==> config.mk <==
export PLATFORM = sky130hd
export DESIGN_NAME = prio_enc_stream
export DESIGN_NICKNAME = d
export VERILOG_FILES = /design/src/rtl/prio_enc_pkg.sv /design/src/rtl/prio_find.sv /design/src/rtl/prio_enc_stream.sv
export SDC_FILE = /design/constraint.sdc
export NUM_CORES = 1
export LEC_CHECK = 0
export CAP_MARGIN = 20
export CELL_PAD_IN_SITES_DETAIL_PLACEMENT = 0
export CELL_PAD_IN_SITES_GLOBAL_PLACEMENT = 1
export CORE_UTILIZATION = 36
export CTS_BUF_LIST = sky130_fd_sc_hd__clkbuf_8
export CTS_CLUSTER_DIAMETER = 80
export CTS_CLUSTER_SIZE = 28
export DETAILED_ROUTE_END_ITERATION = 12
export PLACE_DENSITY_LB_ADDON = 0.1
export SYNTH_ARGS = -nofsm -noshare
export SYNTH_HDL_FRONTEND = slang
export SYNTH_HIERARCHICAL = 1
export SYNTH_SLANG_ARGS = --single-unit
==> constraint.sdc <==
create_clock -name clk -period 2.2 [get_ports clk]
set_clock_uncertainty 0.15 [all_clocks]
set_input_delay 0.66 -clock clk [delete_from_list [all_inputs] [get_ports clk]]
set_output_delay 0.66 -clock clk [all_outputs]
set_load 0.01 [all_outputs]
==> src/rtl/prio_enc_pkg.sv <==
// prio_enc_pkg: shared types and helpers for the streaming priority encoder.
package prio_enc_pkg;

    typedef enum logic {
        IDLE = 1'b0,
        EMIT = 1'b1
    } state_e;

    // A width of 1 still needs a 1-bit index so ports never collapse to zero width.
    function automatic int idx_w(input int w);
        return (w > 1) ? $clog2(w) : 1;
    endfunction

endpackage

==> src/rtl/prio_find.sv <==
// prio_find: combinational find-first-set with selectable search direction.
module prio_find
    import prio_enc_pkg::*;
#(
    parameter int WIDTH = 8,
    parameter int IDX_W = idx_w(WIDTH)
) (
    input  logic [WIDTH-1:0] vec_i,
    input  logic             dir_i,
    output logic [IDX_W-1:0] idx_o,
    output logic             any_o
);

    logic [WIDTH-1:0] rev;
    logic [IDX_W-1:0] lo;

    // Mirror the vector for MSB-first so one LSB-first search serves both orders.
    always_comb begin
        rev = '0;
        for (int i = 0; i < WIDTH; i++) rev[i] = dir_i ? vec_i[WIDTH-1-i] : vec_i[i];
        lo = '0;
        for (int i = WIDTH - 1; i >= 0; i--) if (rev[i]) lo = IDX_W'(i);
        any_o = |vec_i;
        idx_o = !any_o ? '0 : dir_i ? IDX_W'(WIDTH - 1) - lo : lo;
    end

endmodule

==> src/rtl/prio_enc_stream.sv <==
// prio_enc_stream: emits the index of every set bit of each accepted vector,
// one beat per index, LSB-first or MSB-first per vector.
module prio_enc_stream
    import prio_enc_pkg::*;
#(
    parameter  int WIDTH = 8,
    localparam int IDX_W = idx_w(WIDTH)
) (
    input  logic             clk,
    input  logic             rst,
    input  logic             in_valid,
    output logic             in_ready,
    input  logic [WIDTH-1:0] in_vec,
    input  logic             msb_first,
    output logic             out_valid,
    input  logic             out_ready,
    output logic [IDX_W-1:0] out_idx,
    output logic             out_last,
    output logic             out_none
);

    state_e           state_q, state_d;
    logic [WIDTH-1:0] pend_q, pend_d;
    logic             dir_q, dir_d;
    logic [IDX_W-1:0] find_idx;
    logic             find_any, emit, one_left, accept, pop;

    prio_find #(.WIDTH(WIDTH), .IDX_W(IDX_W)) u_find (
        .vec_i (pend_q),
        .dir_i (dir_q),
        .idx_o (find_idx),
        .any_o (find_any)
    );

    always_ff @(posedge clk) begin
        if (rst) begin
            state_q <= IDLE;
            pend_q  <= '0;
            dir_q   <= 1'b0;
        end else begin
            state_q <= state_d;
            pend_q  <= pend_d;
            dir_q   <= dir_d;
        end
    end

    // A new vector overrides the return to IDLE when it lands on the last beat.
    always_comb begin
        accept  = in_valid && in_ready;
        pop     = out_valid && out_ready;
        state_d = accept ? EMIT : (pop && out_last) ? IDLE : state_q;
        pend_d  = accept ? in_vec : pop ? pend_q & ~(WIDTH'(1) << find_idx) : pend_q;
        dir_d   = accept ? msb_first : dir_q;
    end

    always_comb begin
        emit      = state_q == EMIT;
        one_left  = (pend_q & (pend_q - WIDTH'(1))) == '0;
        out_valid = emit;
        out_idx   = emit ? find_idx : '0;
        out_last  = emit && one_left;
        out_none  = emit && !find_any;
        in_ready  = !emit || (out_ready && one_left);
    end

endmodule

# [Word-level counts from Yosys, hierarchy flattened]
# Cells that the tools add are included.
[totals] register_bits=10 in_bits=13 output_inout_bits=7 word_cells=45
[classes] add_sub_neg=2 shifts=1 mux=23 n_bitwise=3 n_reduce_logical=13
[op_table] cell="3-bit 2-to-1 mux" count=11
[op_table] cell="8-bit bitwise AND" count=2
[op_table] cell="8-bit 2-to-1 mux" count=2
[op_table] cell="1-bit 2-to-1 mux" count=10
[op_table] cell="8-bit zero test" count=1
[op_table] cell="8-bit inverter" count=1
[op_table] cell="8-bit OR reduction" count=1
[op_table] cell="1-bit by 3-bit << shifter with 8-bit output, first input constant" count=1
[op_table] cell="8-bit by 1-bit subtractor with 8-bit output, second input constant" count=1
[op_table] cell="1-bit logical AND" count=6
[op_table] cell="2-bit nonzero test" count=2
[op_table] cell="3-bit subtractor, first input constant" count=1
[op_table] cell="1-bit zero test" count=2
[op_table] cell="1-bit logical OR" count=1

# [Logic depth before layout (Yosys ltp)]
[logic_depth] word_depth=17 depth_mapped=8 mapped_depth_nobuf=8

# [Modules after synthesis]
# Netlist, hierarchy kept.
[by_module_without_submodules] mod="prio_enc_stream" instances=1 cells_each=70 area_per_inst_um2=605.6 seq_area_each_um2=200.2
[by_module_without_submodules] mod="prio_find" instances=1 cells_each=25 area_per_inst_um2=153.9 seq_area_each_um2=0.0

# [Least setup slack after synthesis]
# Ideal clock, no wire load.
[synth_timing] path_kind="flip-flop to output port" from="register pend_q[1]" to="output out_idx[0]" arrival_ns=1.349 required_ns=1.390 path_slack_ns=0.041 stages_incl_launch_ff=6 path_buffers=0 cell_sequence="dfxtp_1 -> nor4_4 -> nand3b_1 -> and3_1 -> o22a_1 -> and2_1"
[synth_between] elab_chain_len=12 word_cells_on_any_way=14 cone_classes="add/sub (1); mux (12); reduce/logical (1)"
[synth_rtl] element="start: declaration" line_no="prio_enc_stream.sv:23" text="logic [WIDTH-1:0] pend_q, pend_d;"
[synth_rtl] element="start signal: assignment" line_no="prio_enc_stream.sv:42" text="pend_q <= pend_d;"
[synth_rtl] element="1-bit 2-to-1 mux" line_no="prio_find.sv:20" text="for (int i = 0; i < WIDTH; i++) rev[i] = dir_i ? vec_i[WIDTH-1-i] : vec_i[i];"
[synth_rtl] element="3-bit 2-to-1 mux (7 in a row)" line_no="prio_find.sv:22" text="for (int i = WIDTH - 1; i >= 0; i--) if (rev[i]) lo = IDX_W'(i);"
[synth_rtl] element="3-bit subtractor" line_no="prio_find.sv:24" text="idx_o = !any_o ? '0 : dir_i ? IDX_W'(WIDTH - 1) - lo : lo;"
[synth_rtl] element="3-bit 2-to-1 mux" line_no="prio_find.sv:24"
[synth_rtl] element="3-bit 2-to-1 mux *" line_no="prio_find.sv:24"
[synth_rtl] element="net find_idx[0]" line_no="prio_enc_stream.sv:25" text="logic [IDX_W-1:0] find_idx;"
[synth_rtl] element="3-bit 2-to-1 mux *" line_no="prio_enc_stream.sv:60" text="out_idx = emit ? find_idx : '0;"
[synth_rtl] element="end: declaration" line_no="prio_enc_stream.sv:17" text="output logic [IDX_W-1:0] out_idx,"
# The timed path passes the listed nets; every way through them passes the cells marked *.

# [Worst setup path in the final report]
# Ends and elaborated chain as after synthesis.

==> impl_metrics.toml <==
[run_status]
status = "finished with violations"
violations = "setup timing"

[placed_design]
io_buffers = 19
place_area_sq_mm = 0.00115
dp.cells = 159
finalWeightedCongestion = 0.775
dp.final_hpwl_microns = 1580

[floorplanning]
fp.dieArea_sq_mm = 0.00230
core_area_sq_mm = 0.00198
die_h_microns = 47.9
rows = 16
start_util_pct = 38.3
ios = 20
die_w_microns = 47.9

[power]
clkPwrFrac_pct = 25.4
peakVddDrop_mv = 0.484
p_int_w = 0.000613
powerDensity_mw_per_mm2 = 661
pwr-share-seq_pct = 26.6
comb_power_share_pct = 48.0
p_sw_share_pct = 32.5
p_sw_w = 0.000295
p_leak_nw = 0.574

[finish]
fin_cells = 172
final_nets = 159
fillers = 166
final_layout_size_suffix_gt1_share_pct = 49.0
stdcell_area_sq_mm = 0.00137
syn2layout_area_growth_pct = 80.9
layout_common_cells = "25 x buf_4, 12 x clkdlybuf4s50_1, 9 x nor2_1, 9 x nor2b_1, 6 x buf_2"
n_antenna_cell = 0
final_common_cell = "buf_4"

[clock_tree]
htreeDepth = 1
clkSlewWorstSetupHoldPaths_ns = 0.05
cts.path.max_buffers = 2
cts-root-buf = "clkbuf_8"
numCtsBuffers = 3
worstSkewPairLatency_ns = 0.23
cts_tree = "done"
cts_sinks = 10
ctsHoldBuffers = 0

[sta]
finalHoldViolations = 0
fin_ws_ns = -0.246
rsz0062_at_grt = "yes"
max_slew_margin_pct = 76.5
fin_crit_sh_pct = 111
fmax_mhz = 409
worst_pin_slew_ns = 0.352
setup_viol_count_final = 6
finalCriticalPeriod_ns = 2.45
finalMaxSlewViolations = 0
hold_ws_ns = 0.373

[routing]
totalWireLength_microns = 2330
route.antenna.remaining_nets = 0
dr.pass1.iters = 6
initialDrtViolationCount = 17
route.detailed.drc = 0
viasPerCell = 5.16
wl_per_cell_microns = 13.5
routed-via-count = 888

[worst_setup_path]
required_ns = 1.39
cp-startpoint = "pend_q[1]$_SDFFE_PP0P_"
critical_path_class = "register to primary output"
startpoint_type = "register"
timing.rr.start = "pend_q[1]$_SDFFE_PP0P_"
crit_path_end_kind = "primary output"
crit_arrival_ns = 1.64
crit_path_max_fanout = 6

[hold_path]
hold_path.class = "register to register"
hold_path_startpoint = "dir_q$_SDFFE_PP0P_"

[flow_run]
drv_cap = 0

[synthesis]
synth_area_leader_cell = "dfxtp_1"
postSynthAreaPerCell_sq_um = 7.99
synth_top_area_share_pct = 26.4
synth-seq-cells = 10
syn_inst = 95
synth_seq_area_share_pct = 26.4
ys_types = 28
yosysWarnings = 6
synthesis.nets = 108
synthesis.area_sq_um = 759
ys_top_cells_by_area = "dfxtp_1 26%, mux2_2 8.9%, nor2b_1 7.4%"

[grt]
grt_pass1_wl_microns = 3530
grt_overflow = 0
grt_pass1_vias = 821
grt_max_degree = 14
antenna_found_initial = 0
grt.total_usage_pct = 22.5
## cells by family after synthesis
| group | share of synthesized area, % |
|---|---|
| AO/OA/AOI/OAI | 24.2 |
| buffers and inverters | 2.97 |
| flip-flops | 26.4 |
| multiplexers | 12.8 |
| AND/OR/NAND/NOR | 33.6 |
## flip-flops by register name, indices dropped and copies added, names as in the netlist
| signal | count |
|---|---|
| dir_q | 1 |
| out_valid | 1 |
| pend_q | 8 |
## stage by stage
stage	util [%]	setup slack [ns]	power [W]	TNS, ns
floorplan	-	0.0412	0.000396	0
global placement	58.1	-0.643	0.000571	-2.83
detailed placement	58.1	-0.712	0.000574	-2.99
CTS	64.5	-0.301	0.000845	-0.894
global route	69.3	-0.338	0.000963	-1.35
finish	69.3	-0.246	0.000908	-0.647
## final timing paths
path | endpoint | cells past startpoint | slack, ns
max | out_idx[0] | 6 | -0.25
min | dir_q$_SDFFE_PP0P_ | 2 | 0.37
max reg2reg | pend_q[6]$_SDFFE_PP0P_ | 10 | -0.02
min reg2reg | dir_q$_SDFFE_PP0P_ | 2 | 0.37
## routing by layer
| layer | wire length, microns | vias up | part of all wire (%) | GRT usage (%) |
|---|---|---|---|---|
| met1 | 980 | 421 | 42 | 25.6 |
| met3 | 86 | 2 | 3.7 | 4.53 |
| li1 | - | 444 | - | - |
| met2 | 1240 | 21 | 53 | 41.4 |
| met5 | 0 | - | 0 | 0 |
| met4 | 23 | 0 | 0.99 | 7.78 |
## power by group through the flow
stage	Clock (W)	Sequential [W]	Combinational [W]
global placement	0	0.000235	0.000336
finish	0.000231	0.000241	0.000436
floorplan	0	0.000231	0.000166
global route	0.000249	0.000244	0.000469
CTS	0.000237	0.000237	0.000371
detailed placement	0	0.000236	0.000338
## what timing repair did
| item | in CTS | in global routing |
|---|---|---|
| resized for setup | 41 | 26 |
| cloned | 0 | 0 |
| setup buffers | 7 | 5 |
| pin swaps | 12 | 12 |
| endpoints found under the setup margin | 6 | 12 |
## critical path, stage by stage, from the launching register on
cell and delay, ns:
dfxtp_4 0.37, nor4_4 0.28, nand3b_1 0.10, and3_1 0.18, o22a_1 0.19, and2_1 0.15
buf_2 0.13
## layout make-up
| type | instances | area (sq um) | share of cell area (%) |
|---|---|---|---|
| inverter | 4 | 15.0 | 1.09 |
| clock buffer | 4 | 55.1 | 4.01 |
| multi-input combinational | 79 | 641 | 46.6 |
| tap | 27 | 33.8 | 2.46 |
| sequential | 10 | 220 | 16.0 |
| timing repair buffer | 48 | 409 | 29.8 |
## Yosys cell counts (all sizes together)
library cell	count
mux2i	3
nand3	2
nor4	2
o211ai	2
o21ai	10
nor3	2
nand3b	2
nor2	13
a2bb2oi	1
o22ai	1
o311ai	2
a22oi	3
o32ai	1
dfxtp	10
o22a	1
and3	1
clkbuf	2
a21oi	4
mux2	6
inv	4
and2b	1
nor2b	9
nand2	4
nor3b	1
o31ai	1
and2	3
nand2b	4
Note: power is estimated with default switching activity, not from simulation.
